==> src/rtl/gfx256_pkg.sv <==
// gfx256_pkg
//   Shared definitions for the gfx256 accelerator slice: register map
//   entries used by bus initiators, command-list opcodes, the command-list
//   master state type and small decode helpers.
package gfx256_pkg;

  // Register map entries consumed by the command-list master
  localparam logic [7:0] GFX_STATUS    = 8'h04;
  localparam int         GFX_STAT_BUSY = 0;

  // Command-list opcodes (word0[31:24])
  localparam logic [7:0] GFX_CMD_NOP       = 8'h00;
  localparam logic [7:0] GFX_CMD_WRITE     = 8'h01;
  localparam logic [7:0] GFX_CMD_WAIT_IDLE = 8'h02;
  localparam logic [7:0] GFX_CMD_END       = 8'hFF;

  // Command-list master states
  typedef enum logic [2:0] {
    GFX_CS_IDLE       = 3'd0,
    GFX_CS_FETCH_CMD  = 3'd1,
    GFX_CS_FETCH_DATA = 3'd2,
    GFX_CS_WRITE      = 3'd3,
    GFX_CS_POLL       = 3'd4,
    GFX_CS_DONE       = 3'd5,
    GFX_CS_ERR        = 3'd6
  } gfx_cmd_state_t;

  // Opcode field of a command word
  function automatic logic [7:0] gfx_cmd_opcode(input logic [31:0] word);
    return word[31:24];
  endfunction

  // Register addresses on the gfx port must be 32-bit aligned
  function automatic logic gfx_reg_aligned(input logic [7:0] adr);
    return (adr[1:0] == 2'b00);
  endfunction

endpackage

==> src/rtl/gfx_cmd_list_master.sv <==
// gfx_cmd_list_master
//   Walks a command list in memory and replays it onto the gfx register
//   port: WRITE commands become register writes, WAIT_IDLE polls the
//   STATUS register until the busy bit clears (bounded by POLL_LIMIT).
//   Both ports use a single-beat handshake with strobes held until ack and
//   dropped the cycle after it.
// Ports:
//   clk_i, rst_ni           clock, asynchronous active-low reset
//   start_i, abort_i        list start pulse, abort request
//   list_base_i, list_len_i list byte address and maximum word count
//   busy_o, done_o, err_o   list running, completion pulse, sticky error
//   mem_*                   read-only memory master port
//   reg_*                   gfx register-port master
module gfx_cmd_list_master
  import gfx256_pkg::*;
#(
  parameter int POLL_LIMIT = 65535,
  parameter int LEN_W      = 16
) (
  input  logic             clk_i,
  input  logic             rst_ni,
  input  logic             start_i,
  input  logic             abort_i,
  input  logic [31:0]      list_base_i,
  input  logic [LEN_W-1:0] list_len_i,
  output logic             busy_o,
  output logic             done_o,
  output logic             err_o,
  output logic             mem_cyc_o,
  output logic             mem_stb_o,
  output logic [31:0]      mem_adr_o,
  input  logic             mem_ack_i,
  input  logic [31:0]      mem_dat_i,
  output logic             reg_cyc_o,
  output logic             reg_stb_o,
  output logic             reg_we_o,
  output logic [3:0]       reg_sel_o,
  output logic [7:0]       reg_adr_o,
  output logic [31:0]      reg_dat_o,
  input  logic             reg_ack_i,
  input  logic [31:0]      reg_dat_i
);

  localparam int PCW = $clog2(POLL_LIMIT + 1);

  gfx_cmd_state_t   state_r;
  logic [31:0]      ptr_r;
  logic [LEN_W-1:0] remaining_r;
  logic [7:0]       cmd_adr_r;
  logic [31:0]      wr_dat_r;
  logic [PCW-1:0]   poll_cnt_r;
  logic             abort_req_r;

  logic             busy_r;
  logic             done_r;
  logic             err_r;
  logic             mem_req_r;
  logic [31:0]      mem_adr_r;
  logic             reg_req_r;
  logic             reg_we_r;
  logic [3:0]       reg_sel_r;
  logic [7:0]       reg_adr_r;
  logic [31:0]      reg_dat_r;

  logic             abort_pend_s;
  logic [LEN_W-1:0] rem_dec_s;
  logic             rem_dec_zero_s;
  logic             rem_zero_s;
  logic [PCW-1:0]   poll_nxt_s;
  logic [7:0]       opcode_s;
  logic             status_busy_s;
  logic             unused_status_s;

  // Next-value helpers for counters and decode of the incoming words
  always_comb begin
    abort_pend_s    = abort_req_r | abort_i;
    rem_dec_s       = remaining_r - LEN_W'(1);
    rem_dec_zero_s  = (rem_dec_s == {LEN_W{1'b0}});
    rem_zero_s      = (remaining_r == {LEN_W{1'b0}});
    poll_nxt_s      = poll_cnt_r + PCW'(1);
    opcode_s        = gfx_cmd_opcode(mem_dat_i);
    status_busy_s   = reg_dat_i[GFX_STAT_BUSY];
    // Only the busy bit of STATUS matters here
    unused_status_s = ^reg_dat_i;
  end

  // List sequencer: fetch, decode, register write / status poll, completion
  always_ff @(posedge clk_i or negedge rst_ni) begin
    if (!rst_ni) begin
      state_r     <= GFX_CS_IDLE;
      ptr_r       <= 32'h0000_0000;
      remaining_r <= {LEN_W{1'b0}};
      cmd_adr_r   <= 8'h00;
      wr_dat_r    <= 32'h0000_0000;
      poll_cnt_r  <= {PCW{1'b0}};
      abort_req_r <= 1'b0;
      busy_r      <= 1'b0;
      done_r      <= 1'b0;
      err_r       <= 1'b0;
      mem_req_r   <= 1'b0;
      mem_adr_r   <= 32'h0000_0000;
      reg_req_r   <= 1'b0;
      reg_we_r    <= 1'b0;
      reg_sel_r   <= 4'hF;
      reg_adr_r   <= 8'h00;
      reg_dat_r   <= 32'h0000_0000;
    end else begin
      done_r    <= 1'b0;
      reg_sel_r <= 4'hF;
      // Abort is remembered until the next point with no beat in flight
      if ((state_r != GFX_CS_IDLE) && abort_i) begin
        abort_req_r <= 1'b1;
      end
      case (state_r)
        GFX_CS_IDLE: begin
          // A start in the same cycle as an abort wins; the abort is dropped
          abort_req_r <= 1'b0;
          if (start_i) begin
            busy_r      <= 1'b1;
            err_r       <= 1'b0;
            ptr_r       <= list_base_i;
            remaining_r <= list_len_i;
            poll_cnt_r  <= {PCW{1'b0}};
            state_r     <= (list_len_i == {LEN_W{1'b0}}) ? GFX_CS_DONE : GFX_CS_FETCH_CMD;
          end
        end

        GFX_CS_FETCH_CMD: begin
          if (!mem_req_r) begin
            if (abort_pend_s) begin
              abort_req_r <= 1'b0;
              busy_r      <= 1'b0;
              state_r     <= GFX_CS_IDLE;
            end else begin
              mem_req_r <= 1'b1;
              mem_adr_r <= ptr_r;
            end
          end else if (mem_ack_i) begin
            mem_req_r   <= 1'b0;
            ptr_r       <= ptr_r + 32'd4;
            remaining_r <= rem_dec_s;
            case (opcode_s)
              GFX_CMD_NOP: begin
                state_r <= rem_dec_zero_s ? GFX_CS_DONE : GFX_CS_FETCH_CMD;
              end
              GFX_CMD_WRITE: begin
                // A WRITE whose data word lies beyond the list is malformed
                if (!gfx_reg_aligned(mem_dat_i[7:0]) || rem_dec_zero_s) begin
                  state_r <= GFX_CS_ERR;
                end else begin
                  cmd_adr_r <= mem_dat_i[7:0];
                  state_r   <= GFX_CS_FETCH_DATA;
                end
              end
              GFX_CMD_WAIT_IDLE: state_r <= GFX_CS_POLL;
              GFX_CMD_END:       state_r <= GFX_CS_DONE;
              default:           state_r <= GFX_CS_ERR;
            endcase
          end
        end

        GFX_CS_FETCH_DATA: begin
          if (!mem_req_r) begin
            if (abort_pend_s) begin
              abort_req_r <= 1'b0;
              busy_r      <= 1'b0;
              state_r     <= GFX_CS_IDLE;
            end else begin
              mem_req_r <= 1'b1;
              mem_adr_r <= ptr_r;
            end
          end else if (mem_ack_i) begin
            mem_req_r   <= 1'b0;
            wr_dat_r    <= mem_dat_i;
            ptr_r       <= ptr_r + 32'd4;
            remaining_r <= rem_dec_s;
            state_r     <= GFX_CS_WRITE;
          end
        end

        GFX_CS_WRITE: begin
          if (!reg_req_r) begin
            if (abort_pend_s) begin
              abort_req_r <= 1'b0;
              busy_r      <= 1'b0;
              state_r     <= GFX_CS_IDLE;
            end else begin
              reg_req_r <= 1'b1;
              reg_we_r  <= 1'b1;
              reg_adr_r <= cmd_adr_r;
              reg_dat_r <= wr_dat_r;
            end
          end else if (reg_ack_i) begin
            reg_req_r <= 1'b0;
            reg_we_r  <= 1'b0;
            state_r   <= rem_zero_s ? GFX_CS_DONE : GFX_CS_FETCH_CMD;
          end
        end

        GFX_CS_POLL: begin
          if (!reg_req_r) begin
            if (abort_pend_s) begin
              abort_req_r <= 1'b0;
              busy_r      <= 1'b0;
              state_r     <= GFX_CS_IDLE;
            end else begin
              reg_req_r <= 1'b1;
              reg_we_r  <= 1'b0;
              reg_adr_r <= GFX_STATUS;
              reg_dat_r <= 32'h0000_0000;
            end
          end else if (reg_ack_i) begin
            reg_req_r <= 1'b0;
            if (!status_busy_s) begin
              poll_cnt_r <= {PCW{1'b0}};
              state_r    <= rem_zero_s ? GFX_CS_DONE : GFX_CS_FETCH_CMD;
            end else if (poll_nxt_s == PCW'(POLL_LIMIT)) begin
              poll_cnt_r <= poll_nxt_s;
              state_r    <= GFX_CS_ERR;
            end else begin
              poll_cnt_r <= poll_nxt_s;
            end
          end
        end

        GFX_CS_DONE: begin
          done_r      <= 1'b1;
          busy_r      <= 1'b0;
          abort_req_r <= 1'b0;
          state_r     <= GFX_CS_IDLE;
        end

        GFX_CS_ERR: begin
          err_r       <= 1'b1;
          busy_r      <= 1'b0;
          abort_req_r <= 1'b0;
          state_r     <= GFX_CS_IDLE;
        end

        default: begin
          busy_r    <= 1'b0;
          mem_req_r <= 1'b0;
          reg_req_r <= 1'b0;
          reg_we_r  <= 1'b0;
          state_r   <= GFX_CS_IDLE;
        end
      endcase
    end
  end

  assign busy_o    = busy_r;
  assign done_o    = done_r;
  assign err_o     = err_r;
  assign mem_cyc_o = mem_req_r;
  assign mem_stb_o = mem_req_r;
  assign mem_adr_o = mem_adr_r;
  assign reg_cyc_o = reg_req_r;
  assign reg_stb_o = reg_req_r;
  assign reg_we_o  = reg_we_r;
  assign reg_sel_o = reg_sel_r;
  assign reg_adr_o = reg_adr_r;
  assign reg_dat_o = reg_dat_r;

endmodule

==> config.mk <==
export PLATFORM = sky130hd
export DESIGN_NAME = gfx_cmd_list_master
export DESIGN_NICKNAME = d
export VERILOG_FILES = /design/src/rtl/gfx256_pkg.sv /design/src/rtl/gfx_cmd_list_master.sv
export SDC_FILE = /design/constraint.sdc
export NUM_CORES = 1
export LEC_CHECK = 0
export ABC_AREA = 1
export BUFFER_PORTS_ARGS = -buffer_cell sky130_fd_sc_hd__buf_2
export CAP_MARGIN = 10
export CORE_MARGIN = 2
export CORE_UTILIZATION = 45
export DETAILED_ROUTE_END_ITERATION = 6
export PLACE_DENSITY = 0.68
export SLEW_MARGIN = 20
export SYNTH_ARGS = -nofsm -noshare
export SYNTH_HDL_FRONTEND = slang
export SYNTH_SLANG_ARGS = --single-unit
==> constraint.sdc <==
create_clock -name clk_i -period 4.8 [get_ports clk_i]
set_clock_uncertainty 0.05 [all_clocks]
set_input_delay 0 -clock clk_i [delete_from_list [all_inputs] [get_ports clk_i]]
set_output_delay 0 -clock clk_i [all_outputs]
set_load 0.01 [all_outputs]
==> flow_metrics.env <==
export IMPL_setup_ws_ns=1.52
export IMPL_die_area_sq_mm=0.0219
export IMPL_grt_usage=0.226
export IMPL_remaining_drc_errors=0
export IMPL_first_global_vias=8031
export IMPL_end_kind="register"
export IMPL_diodes=0
export IMPL_yosysWarningCount=0
export IMPL_fin_crit_sh=0.683
export IMPL_ys_ff_latch=186
export IMPL_grt_first_pass_wirelength_um=39900
export IMPL_max_freq_mhz=305
export IMPL_synth_edf_count=0
export IMPL_dr_total_vias=8457
export IMPL_slew_violations=0
export IMPL_synth_top_flop_cell="dfrtp_1"
export IMPL_synthCells=1136
export IMPL_nNetsFinal=1488
export IMPL_crit_required_ns=5.00
export IMPL_setup_viol_count_final=0
export IMPL_outcome="finished, final reports clean"
export IMPL_clk_insertion_delay_late_ns=0.43
export IMPL_clockBufferDepth=2
export IMPL_viasPerCell=5.13
export IMPL_p_per_area_mw_per_mm2=602
export IMPL_drv_cap=0
export IMPL_cts_sinks=186
export IMPL_drive_gt1_frac=0.197
export IMPL_critical_path_class="reg -> reg"
export IMPL_rows=52
export IMPL_leakage_nw=5.93
export IMPL_cts_setup_buffers=0
export IMPL_avgSynthCellArea_sq_um=8.20
export IMPL_die_w_um=148
export IMPL_crit_arrival_ns=3.48
export IMPL_worst_pin_slew_ns=0.939
export IMPL_cts_hold_buf=87
export IMPL_yosys_top_cells_area="dfrtp_1, nand2_1, o21ai_0, nand3_1, nor2_1"
export IMPL_drt_iter0_markers=538
export IMPL_ant_nets=0
export IMPL_hold_viol=0
export IMPL_startpoint_type="register"
export IMPL_post_place_ws_ns=1.57
export IMPL_grt_start_max_net_pins=82
export IMPL_dr_pass1_iters=7
export IMPL_cts_tree="built"
export IMPL_overflow=0
export IMPL_tns_ns=0
export IMPL_netlist_area_sq_mm=0.00932
export IMPL_hp_class="in -> reg"
export IMPL_initial_core_util=0.459
export IMPL_synth_top_area_frac=0.500
export IMPL_peakVddDrop_uv=343
export IMPL_routedWlPerCell_um=14.5
export IMPL_ys_seq_area_frac=0.500
export IMPL_synth_cell_types=45
export IMPL_dp_hpwl_um=15900
export IMPL_cts_made_buffers=17
export IMPL_async_reset_ff_frac=1.00
export IMPL_antenna_found_initial=0
export IMPL_die_h_um=148
export IMPL_cts_htree_levels=4
export IMPL_cp_max_fo=45
export IMPL_min_period_ns=3.28
export IMPL_cts_root_buf="clkbuf_16"
export IMPL_timing_slew_headroom=0.373
export IMPL_clk_pin_slew_ns=0.08
export IMPL_ctsResizeCount=0
export IMPL_portBuffers=166
export IMPL_routed_wl_um=24000
export IMPL_area_growth_pct=26.7
export IMPL_synth_top_cell_by_area="dfrtp_1"
export IMPL_utilization=0.582
export IMPL_boundaryPins=202
export IMPL_rsz0062_at_grt="no"
export IMPL_gp_congestion=0.871
export IMPL_coreArea_sq_mm=0.0203
layout make-up:
| type | count | area (sq um) |
|---|---|---|
| timing repair buffer | 258 | 1760 |
| inverter | 105 | 394 |
| fill | 1870 | 8490 |
| clock inverter | 15 | 199 |
| multi-input combinational | 797 | 4040 |
| clock buffer | 17 | 425 |
| sequential | 186 | 4650 |
| tap | 270 | 338 |
stage by stage:
stage	power (mW)	area [sq um]	cells	hold WS, ns
global placement	5.53	10300	1529	0.0293
CTS	7.14	11800	1648	0.0353
global route	7.67	11800	1648	0.114
floorplan	4.74	9330	1139	-0.346
finish	7.11	11800	1648	0.0709
detailed placement	5.62	10300	1529	0.0257
where the power goes:
| group | switching, mW | internal [mW] | total [mW] |
|---|---|---|---|
| Sequential | 0.415 | 2.18 | 2.59 |
| Combinational | 1.98 | 1.10 | 3.08 |
| Clock | 0.715 | 0.715 | 1.43 |
| Total | 3.11 | 4.00 | 7.11 |
cell families after synthesis:
logic type / Yosys count / synth area share
xor+xnor: 32 / 0.0301
buf+inv: 156 / 0.0693
simple gates: 556 / 0.259
compound gates: 180 / 0.110
flops: 186 / 0.500
fa+ha+maj: 5 / 0.00671
mux: 20 / 0.0242
other cells: 1 / 0.000402
registers in the layout, summed over array words and instances, names as in the netlist:
register and count:
abort_req_r 1, busy_o 1, cmd_adr_r 8, done_o 1
err_o 1, mem_adr_o 32, mem_cyc_o 1, poll_cnt_r 16
ptr_r 32, reg_adr_o 8, reg_cyc_o 1, reg_dat_o 32
reg_we_o 1, remaining_r 16, state_r 3, wr_dat_r 32
cell usage in the layout (no fill, tap or decap), types with 3 or more instances in the layout:
cell type	n
a22oi_1	3
buf_2	165
clkinv_4	3
inv_2	11
ha_1	5
nor2_4	8
nand2_1	299
xor2_1	30
nand3_1	80
nor2_2	12
nand2_2	7
dfrtp_1	186
inv_1	94
buf_4	4
a31oi_1	4
a21oi_1	11
clkbuf_16	17
nor3_1	14
nor4_1	5
conb_1	4
dlygate4sd3_1	87
o21ai_1	18
mux2_2	20
nor2_1	101
o22ai_1	31
inv_8	3
o21ai_0	92
o211ai_1	9
nand3_2	3
nand4_1	20
clkinv_8	7
worst paths after layout:
check	slack [ns]	endpoint	start	cells after the start
setup / recovery	1.52	reg_cyc_o	state_r[2]	10
hold / removal	0.07	poll_cnt_r[13]	reg_dat_i[0]	5
setup reg to reg	1.52	reg_cyc_o	state_r[2]	10
hold reg to reg	0.42	cmd_adr_r[0]	cmd_adr_r[0]	2
max in group asynchronous	3.45	mem_adr_o[2]	rst_ni	3
min in group asynchronous	0.12	mem_adr_o[0]	rst_ni	2
critical path: stages, from the launching register on:
cell      delay [ns]
dfrtp_1         0.44
inv_2           0.16
or2_1           0.16
nor2_2          0.08
inv_2           0.61
nand2_1         0.25
inv_2           0.15
nor2_4          0.03
buf_4           0.26
inv_2           0.63
o221ai_1        0.26
synth_stat cells, types with 14 or more instances:
master	n
mux2_2	20
buf_2	21
o21ai_1	18
nand2_1	300
nor2_1	101
nor3_1	14
o22ai_1	31
clkbuf_1	20
nand3_1	81
inv_1	94
dfrtp_1	186
o21ai_0	92
nand4_1	20
xor2_1	30
layer usage:
layer	vias to the layer above	global-route usage	part of all wire
met5	-	0	0
met2	245	0.365	0.48
met3	23	0.0398	0.055
met1	4006	0.320	0.45
met4	0	0.0510	0.014
li1	4183	-	-
No activity file was read; power rests on OpenSTA's default activity.
